--- src/rtl/fetch_queue_if.sv ---
// Bundles the fetch unit's control inputs, memory bus and decode-side handshake.
// The fetch unit uses the master modport; memory and decode sit on the slave side.
interface fetch_queue_if #(
  parameter int ADDR_W = 8,
  parameter int DATA_W = 8
) ();
  logic              en;
  logic              redirect;
  logic [ADDR_W-1:0] redirect_pc;
  logic              mem_rd;
  logic [ADDR_W-1:0] mem_addr;
  logic [DATA_W-1:0] mem_data;
  logic              inst_valid;
  logic [DATA_W-1:0] inst_out;
  logic [ADDR_W-1:0] inst_pc;
  logic              inst_ready;
  logic [ADDR_W-1:0] fetch_pc;

  modport master (
    input  en, redirect, redirect_pc, mem_data, inst_ready,
    output mem_rd, mem_addr, inst_valid, inst_out, inst_pc, fetch_pc
  );

  modport slave (
    output en, redirect, redirect_pc, mem_data, inst_ready,
    input  mem_rd, mem_addr, inst_valid, inst_out, inst_pc, fetch_pc
  );
endinterface

--- src/rtl/fetch_queue.sv ---
// Prefetching instruction fetch unit: owns the fetch PC, streams sequential reads
// into a fixed-latency memory and buffers returns in a DEPTH-entry queue.
// Issue is throttled so queued + in-flight never exceeds DEPTH; redirect flushes both.
module fetch_queue #(
  parameter int ADDR_W  = 8,
  parameter int DATA_W  = 8,
  parameter int MEM_LAT = 2,
  parameter int DEPTH   = 4
) (
  input logic          clk,
  input logic          rst_n,
  fetch_queue_if.master bus
);
  localparam int PTR_W = $clog2(DEPTH);
  localparam int CNT_W = PTR_W + 1;
  localparam int SUM_W = $clog2(DEPTH + MEM_LAT + 1) + 1;

  logic [ADDR_W-1:0]  fetch_pc_q, mem_addr_q;
  logic               mem_rd_q;
  logic [MEM_LAT-1:0] tag_vld_q;
  logic [ADDR_W-1:0]  tag_pc_q [MEM_LAT];
  logic [DATA_W-1:0]  q_data_q [DEPTH];
  logic [ADDR_W-1:0]  q_pc_q   [DEPTH];
  logic [PTR_W-1:0]   rd_ptr_q, rd_ptr_d, wr_ptr_q, wr_ptr_d;
  logic [CNT_W-1:0]   count_q, count_d;
  logic [DATA_W-1:0]  head_data_q, head_data_d;
  logic [ADDR_W-1:0]  head_pc_q, head_pc_d;
  logic [SUM_W-1:0]   inflight;
  logic               issue, push, pop;

  // Count outstanding requests and decide whether a new fetch may issue this edge.
  always_comb begin
    // NOTE: every always_comb output gets a default first so no path can infer a latch.
    inflight = '0;
    for (int i = 0; i < MEM_LAT; i++) inflight = inflight + SUM_W'(tag_vld_q[i]);
  end

  assign issue = bus.en && !bus.redirect &&
                 ((SUM_W'(count_q) + inflight) < SUM_W'(DEPTH));
  assign push  = tag_vld_q[MEM_LAT-1];
  assign pop   = (count_q != '0) && bus.inst_ready;

  // Fetch PC and registered memory request.
  always_ff @(posedge clk or negedge rst_n) begin
    if (!rst_n) begin
      fetch_pc_q <= '0;
      mem_addr_q <= '0;
      mem_rd_q   <= 1'b0;
    end else if (bus.redirect) begin
      fetch_pc_q <= bus.redirect_pc;
      mem_rd_q   <= 1'b0;
    end else if (issue) begin
      // NOTE: sequential state uses non-blocking assignments so every register sees pre-edge values.
      mem_rd_q   <= 1'b1;
      mem_addr_q <= fetch_pc_q;
      fetch_pc_q <= fetch_pc_q + ADDR_W'(1);
    end else begin
      mem_rd_q   <= 1'b0;
    end
  end

  // In-flight tag pipeline, aligned with the memory latency; redirect kills every stage.
  always_ff @(posedge clk or negedge rst_n) begin
    if (!rst_n) begin
      tag_vld_q <= '0;
      for (int i = 0; i < MEM_LAT; i++) tag_pc_q[i] <= '0;
    end else if (bus.redirect) begin
      tag_vld_q <= '0;
    end else begin
      for (int i = MEM_LAT - 1; i > 0; i--) begin
        tag_vld_q[i] <= tag_vld_q[i-1];
        tag_pc_q[i]  <= tag_pc_q[i-1];
      end
      tag_vld_q[0] <= issue;
      tag_pc_q[0]  <= fetch_pc_q;
    end
  end

  // Queue bookkeeping and next head value; the head registers hold when the queue empties.
  always_comb begin
    rd_ptr_d    = rd_ptr_q;
    wr_ptr_d    = wr_ptr_q;
    count_d     = count_q;
    head_data_d = head_data_q;
    head_pc_d   = head_pc_q;
    if (bus.redirect) begin
      rd_ptr_d = '0;
      wr_ptr_d = '0;
      count_d  = '0;
    end else begin
      if (push) wr_ptr_d = wr_ptr_q + PTR_W'(1);
      if (pop)  rd_ptr_d = rd_ptr_q + PTR_W'(1);
      count_d = count_q + CNT_W'(push) - CNT_W'(pop);
      if (count_d != '0) begin
        if (push && (rd_ptr_d == wr_ptr_q)) begin
          head_data_d = bus.mem_data;
          head_pc_d   = tag_pc_q[MEM_LAT-1];
        end else begin
          head_data_d = q_data_q[rd_ptr_d];
          head_pc_d   = q_pc_q[rd_ptr_d];
        end
      end
    end
  end

  // Queue control registers.
  always_ff @(posedge clk or negedge rst_n) begin
    if (!rst_n) begin
      rd_ptr_q    <= '0;
      wr_ptr_q    <= '0;
      count_q     <= '0;
      head_data_q <= '0;
      head_pc_q   <= '0;
    end else begin
      rd_ptr_q    <= rd_ptr_d;
      wr_ptr_q    <= wr_ptr_d;
      count_q     <= count_d;
      head_data_q <= head_data_d;
      head_pc_q   <= head_pc_d;
    end
  end

  // Queue storage written by returning fetches.
  // NOTE: storage is left unreset; count_q gates validity and the head registers carry the reset value.
  always_ff @(posedge clk) begin
    if (push && !bus.redirect) begin
      q_data_q[wr_ptr_q] <= bus.mem_data;
      q_pc_q[wr_ptr_q]   <= tag_pc_q[MEM_LAT-1];
    end
  end

  assign bus.mem_rd     = mem_rd_q;
  assign bus.mem_addr   = mem_addr_q;
  assign bus.fetch_pc   = fetch_pc_q;
  assign bus.inst_valid = (count_q != '0);
  assign bus.inst_out   = head_data_q;
  assign bus.inst_pc    = head_pc_q;

  // A return must always find room; the issue throttle guarantees it.
  a_no_overflow: assert property (@(posedge clk) disable iff (!rst_n)
    !(push && (count_q == CNT_W'(DEPTH))));
endmodule
--- src/flat_wrapper.sv ---
// flat-port wrapper written by rule: the top's interface ports become plain ports
module fetch_queue_flat 
#(
  parameter int ADDR_W  = 8,
  parameter int DATA_W  = 8,
  parameter int MEM_LAT = 2,
  parameter int DEPTH   = 4
)
  (clk, rst_n, bus_en, bus_redirect, bus_redirect_pc, bus_mem_data, bus_inst_ready, bus_mem_rd, bus_mem_addr, bus_inst_valid, bus_inst_out, bus_inst_pc, bus_fetch_pc);
  fetch_queue_if #(.ADDR_W(ADDR_W), .DATA_W(DATA_W)) bus_i ();
  input logic clk;
  input logic rst_n;
  input wire logic [$bits(bus_i.en)-1:0] bus_en;
  input wire logic [$bits(bus_i.redirect)-1:0] bus_redirect;
  input wire logic [$bits(bus_i.redirect_pc)-1:0] bus_redirect_pc;
  input wire logic [$bits(bus_i.mem_data)-1:0] bus_mem_data;
  input wire logic [$bits(bus_i.inst_ready)-1:0] bus_inst_ready;
  output wire logic [$bits(bus_i.mem_rd)-1:0] bus_mem_rd;
  output wire logic [$bits(bus_i.mem_addr)-1:0] bus_mem_addr;
  output wire logic [$bits(bus_i.inst_valid)-1:0] bus_inst_valid;
  output wire logic [$bits(bus_i.inst_out)-1:0] bus_inst_out;
  output wire logic [$bits(bus_i.inst_pc)-1:0] bus_inst_pc;
  output wire logic [$bits(bus_i.fetch_pc)-1:0] bus_fetch_pc;
  assign bus_i.en = bus_en;
  assign bus_i.redirect = bus_redirect;
  assign bus_i.redirect_pc = bus_redirect_pc;
  assign bus_i.mem_data = bus_mem_data;
  assign bus_i.inst_ready = bus_inst_ready;
  assign bus_mem_rd = bus_i.mem_rd;
  assign bus_mem_addr = bus_i.mem_addr;
  assign bus_inst_valid = bus_i.inst_valid;
  assign bus_inst_out = bus_i.inst_out;
  assign bus_inst_pc = bus_i.inst_pc;
  assign bus_fetch_pc = bus_i.fetch_pc;
  fetch_queue #(.ADDR_W(ADDR_W), .DATA_W(DATA_W), .MEM_LAT(MEM_LAT), .DEPTH(DEPTH)) u_core (.clk(clk), .rst_n(rst_n), .bus(bus_i));
endmodule
--- config.mk ---
export PLATFORM = sky130hd
export DESIGN_NAME = fetch_queue_flat
export DESIGN_NICKNAME = d
export VERILOG_FILES = /design/src/rtl/fetch_queue_if.sv /design/src/rtl/fetch_queue.sv /design/src/flat_wrapper.sv
export SDC_FILE = /design/constraint.sdc
export NUM_CORES = 1
export LEC_CHECK = 0
export ABC_CLOCK_PERIOD_IN_PS = 4600
export CAP_MARGIN = 20
export CORE_ASPECT_RATIO = 1.25
export CORE_MARGIN = 2
export CORE_UTILIZATION = 55
export CTS_CLUSTER_DIAMETER = 30
export CTS_CLUSTER_SIZE = 28
export DETAILED_ROUTE_END_ITERATION = 7
export DONT_BUFFER_PORTS = 1
export GPL_TIMING_DRIVEN = 1
export PLACE_DENSITY = 0.67
export SKIP_LAST_GASP = 1
export SLEW_MARGIN = 30
export SYNTH_ARGS = -nofsm -noshare
export SYNTH_HDL_FRONTEND = slang
export SYNTH_SLANG_ARGS = --single-unit
--- constraint.sdc ---
create_clock -name clk -period 4.6 [get_ports clk]
set_input_delay 1.38 -clock clk [delete_from_list [all_inputs] [get_ports clk]]
set_output_delay 1.38 -clock clk [all_outputs]
set_load 0.02 [all_outputs]
==> impl_metrics.env <==
export IMPL_status="finished clean"
export IMPL_critical_path_class="flip-flop to flip-flop"
export IMPL_grt_max_degree=70
export IMPL_ant_nets=0
export IMPL_drtIter0Drc=255
export IMPL_grt_use_total_pct=23.43
export IMPL_setup_tns_ns=0
export IMPL_cts_tree="built"
export IMPL_grt_pass1_wl_um=19150
export IMPL_layout_cells_non_filler=578
export IMPL_clockBufferDepth=2
export IMPL_synth_fp_nets=474
export IMPL_yosys_warnings=0
export IMPL_finalSetupViolations=0
export IMPL_drv_cap=0
export IMPL_drc_errors=0
export IMPL_ys_ff_latch=121
export IMPL_cp_required_ns=4.89
export IMPL_cp_max_fo=18
export IMPL_worstReg2RegStart="u_core.count_q[2]"
export IMPL_ys_seq_area_share_pct=60.04
export IMPL_startpoint="u_core.count_q[2]"
export IMPL_fin_nets=467
export IMPL_synth_edf_count=64
export IMPL_globalplace_congestion=0.7596
export IMPL_portBuffers=0
export IMPL_cts_root_buf="clkbuf_16"
export IMPL_post_route_period_util_pct=80.99
export IMPL_core_area_mm2=0.01000
export IMPL_overflow=0
export IMPL_fmax_mhz=268.4
export IMPL_rows=41
export IMPL_hp_class="flip-flop to flip-flop"
export IMPL_via_per_inst=6.187
export IMPL_final_setup_skew_ns=0.006431
export IMPL_final_core_utilization_pct=62.01
export IMPL_h_tree_depth=4
export IMPL_routed_wl_um=11690
export IMPL_reg2regPathDepth=13
export IMPL_ys_flop_type="edfxtp_1"
export IMPL_hp_start="u_core.tag_pc_q[9]"
export IMPL_cts_sinks=121
export IMPL_cts_resized=0
export IMPL_postCtsSetupBuffers=0
export IMPL_grt_setup_unrepaired="false"
export IMPL_r2r_setup_slack_ns=0.87
export IMPL_total_power_mw=3.785
export IMPL_slew_headroom_pct=34.01
export IMPL_grt_pass1_vias=3627
export IMPL_leakage_nw=2.395
export IMPL_netlist_area_mm2=0.005577
export IMPL_start_util_pct=55.75
export IMPL_antenna_cells=0
export IMPL_die_h_um=116.6
export IMPL_worstHoldEndpoint="u_core.tag_pc_q[9]"
export IMPL_drt_first_pass_iters=6
export IMPL_ir_drop_mv=0.2748
export IMPL_r2r_end="u_core.bus.inst_out[1]"
export IMPL_drive_gt1_share_pct=17.15
export IMPL_cts_hold_buf=0
export IMPL_hold_viol_final=0
export IMPL_cts_clk_slew_worst_paths_ns=0.05
export IMPL_clock_latency_ns=0.41
export IMPL_crit_arrival_ns=4.01
export IMPL_antenna_found_initial=0
export IMPL_holdPathStages=1
export IMPL_io_pins=55
export IMPL_tightest_slew_ns=0.9898
export IMPL_dieArea_mm2=0.01097
export IMPL_period_needed_ns=3.726
export IMPL_finalWorstSetupSlack_ns=0.8743
export IMPL_start_kind="flip-flop"
export IMPL_synth_cell_types=45
export IMPL_cp_end_kind="flip-flop"
export IMPL_power_density_mw_per_mm2=610.1
export IMPL_die_w_um=94.07
export IMPL_dr_total_vias=3576
export IMPL_wl_per_cell_um=20.23
export IMPL_syn_area_per_cell_um2=12.59
export IMPL_synthArstFlopShare_pct=47.11
export IMPL_placedCellCount=544
export IMPL_synthCells=443
export IMPL_pre_cts_ws_ns=0.4329
export IMPL_numCtsBuffers=17
export IMPL_place_hpwl_um=7026
export IMPL_area_delta_synth_final_pct=11.24
export IMPL_slew_viol_final=0
[cells in the final DEF, fill, tap and decap left out, types with 15 or more instances in the layout]
cell type,n
nor2b_1,16
nand3b_1,15
or3_1,18
nor3_1,15
dfrtp_1,57
nand2_1,35
mux2_2,31
edfxtp_1,64
nor2_1,28
o31ai_1,15
clkbuf_16,18
o221ai_1,16
a221o_1,16
a22oi_1,16
[area by class of cell]
class | instances | area, um2
tap | 129 | 161.4
timing repair buffer | 6 | 56.30
inverter | 9 | 33.78
clock inverter | 10 | 61.31
fill | 790 | 3800
multi-input combinational | 281 | 2057
clock buffer | 22 | 485.5
sequential | 121 | 3348
[cell usage after synthesis (all sizes together) (2+ instances only)]
master / count / area [um2]
nand3b: 15 / 112.6
inv: 9 / 33.78
nor2b: 16 / 100.1
nor2: 29 / 111.4
ha: 9 / 112.6
o21ai: 9 / 45.04
nor3: 15 / 75.07
xnor2: 4 / 35.03
buf: 8 / 50.05
mux2: 31 / 349.1
a221o: 16 / 160.2
dfrtp: 57 / 1426
nand4: 3 / 18.77
xor2: 4 / 35.03
and2b: 2 / 15.01
o311ai: 2 / 17.52
a22oi: 16 / 120.1
edfxtp: 64 / 1922
or3: 18 / 112.6
and3: 3 / 18.77
and2: 4 / 25.02
nand2: 35 / 131.4
o221ai: 16 / 140.1
clkbuf: 24 / 90.09
nand3: 3 / 15.01
o31ai: 16 / 133.9
a21oi: 2 / 10.01
[per-stage QoR]
stage                     cell area, um2  hold WS (ns)
final                               6203        0.5026
after detailed placement            5630        0.4705
after CTS                           6177        0.5070
after global routing                6203        0.5217
after global placement              5628        0.4660
after floorplan                     5577        0.4492
[power breakdown]
group	total, mW	switching (mW)	internal [mW]
registers	1.66	0.337	1.33
clock network	1.21	0.463	0.747
logic	0.913	0.493	0.419
total	3.78	1.29	2.49
[worst max path at each step]
stage,end,slack [ns],depth (start not counted)
2_1_floorplan,u_core.bus.inst_out[3],0.12,15
3_3_place_gp,u_core.bus.inst_out[6],0.50,11
3_5_place_dp,u_core.bus.inst_out[3],0.43,11
4_1_cts,u_core.bus.inst_out[3],0.71,11
5_1_grt,u_core.bus.inst_pc[6],0.61,13
6_report,u_core.bus.inst_out[1],0.87,13
[per-layer routing]
layer | share of wire, % | track usage, % | vias to the layer above
met5 | 0 | 0 | -
met4 | 1.7 | 8.599 | 0
met3 | 6.6 | 8.000 | 17
met2 | 50 | 37.67 | 110
met1 | 42 | 29.70 | 1775
li1 | - | - | 1674
[logic make-up (layout without fill, tap and decap cells)]
| logic type | count (synthesis) | after routing | synth area share, % |
|---|---|---|---|
| and+or+nand+nor | 147 | 147 | 14.02 |
| DFF | 121 | 121 | 60.04 |
| adders and majority gates | 10 | 10 | 2.378 |
| AOI/OAI and AO/OA | 83 | 83 | 12.34 |
| muxes | 32 | 32 | 6.439 |
| xor gates and xnor gates | 9 | 9 | 1.660 |
| buffers and inverters | 41 | 47 | 3.119 |
[state kept, by name, indices dropped and copies added, names as in the netlist]
| signal | flops |
|---|---|
| u_core.q_data_q | 32 |
| u_core.q_pc_q | 32 |
| u_core.tag_pc_q | 16 |
| u_core.bus.fetch_pc | 8 |
| u_core.bus.inst_out | 8 |
| u_core.bus.inst_pc | 8 |
| u_core.bus.mem_addr | 8 |
| u_core.count_q | 3 |
| u_core.rd_ptr_q | 2 |
| u_core.tag_vld_q | 2 |
| u_core.wr_ptr_q | 2 |
[worst max-delay path: stages, from the launching register on]
cell and delay (ns):
dfrtp_1 0.44, o31ai_4 0.85, inv_2 0.07, ha_1 0.30, inv_1 0.06, ha_1 0.13
inv_1 0.05, fa_1 0.36, xnor3_1 0.21, and3b_1 0.22, nor2_2 0.36, buf_4 0.25
nor2b_1 0.05, a221o_1 0.26
(Power assumes the default switching activity.)
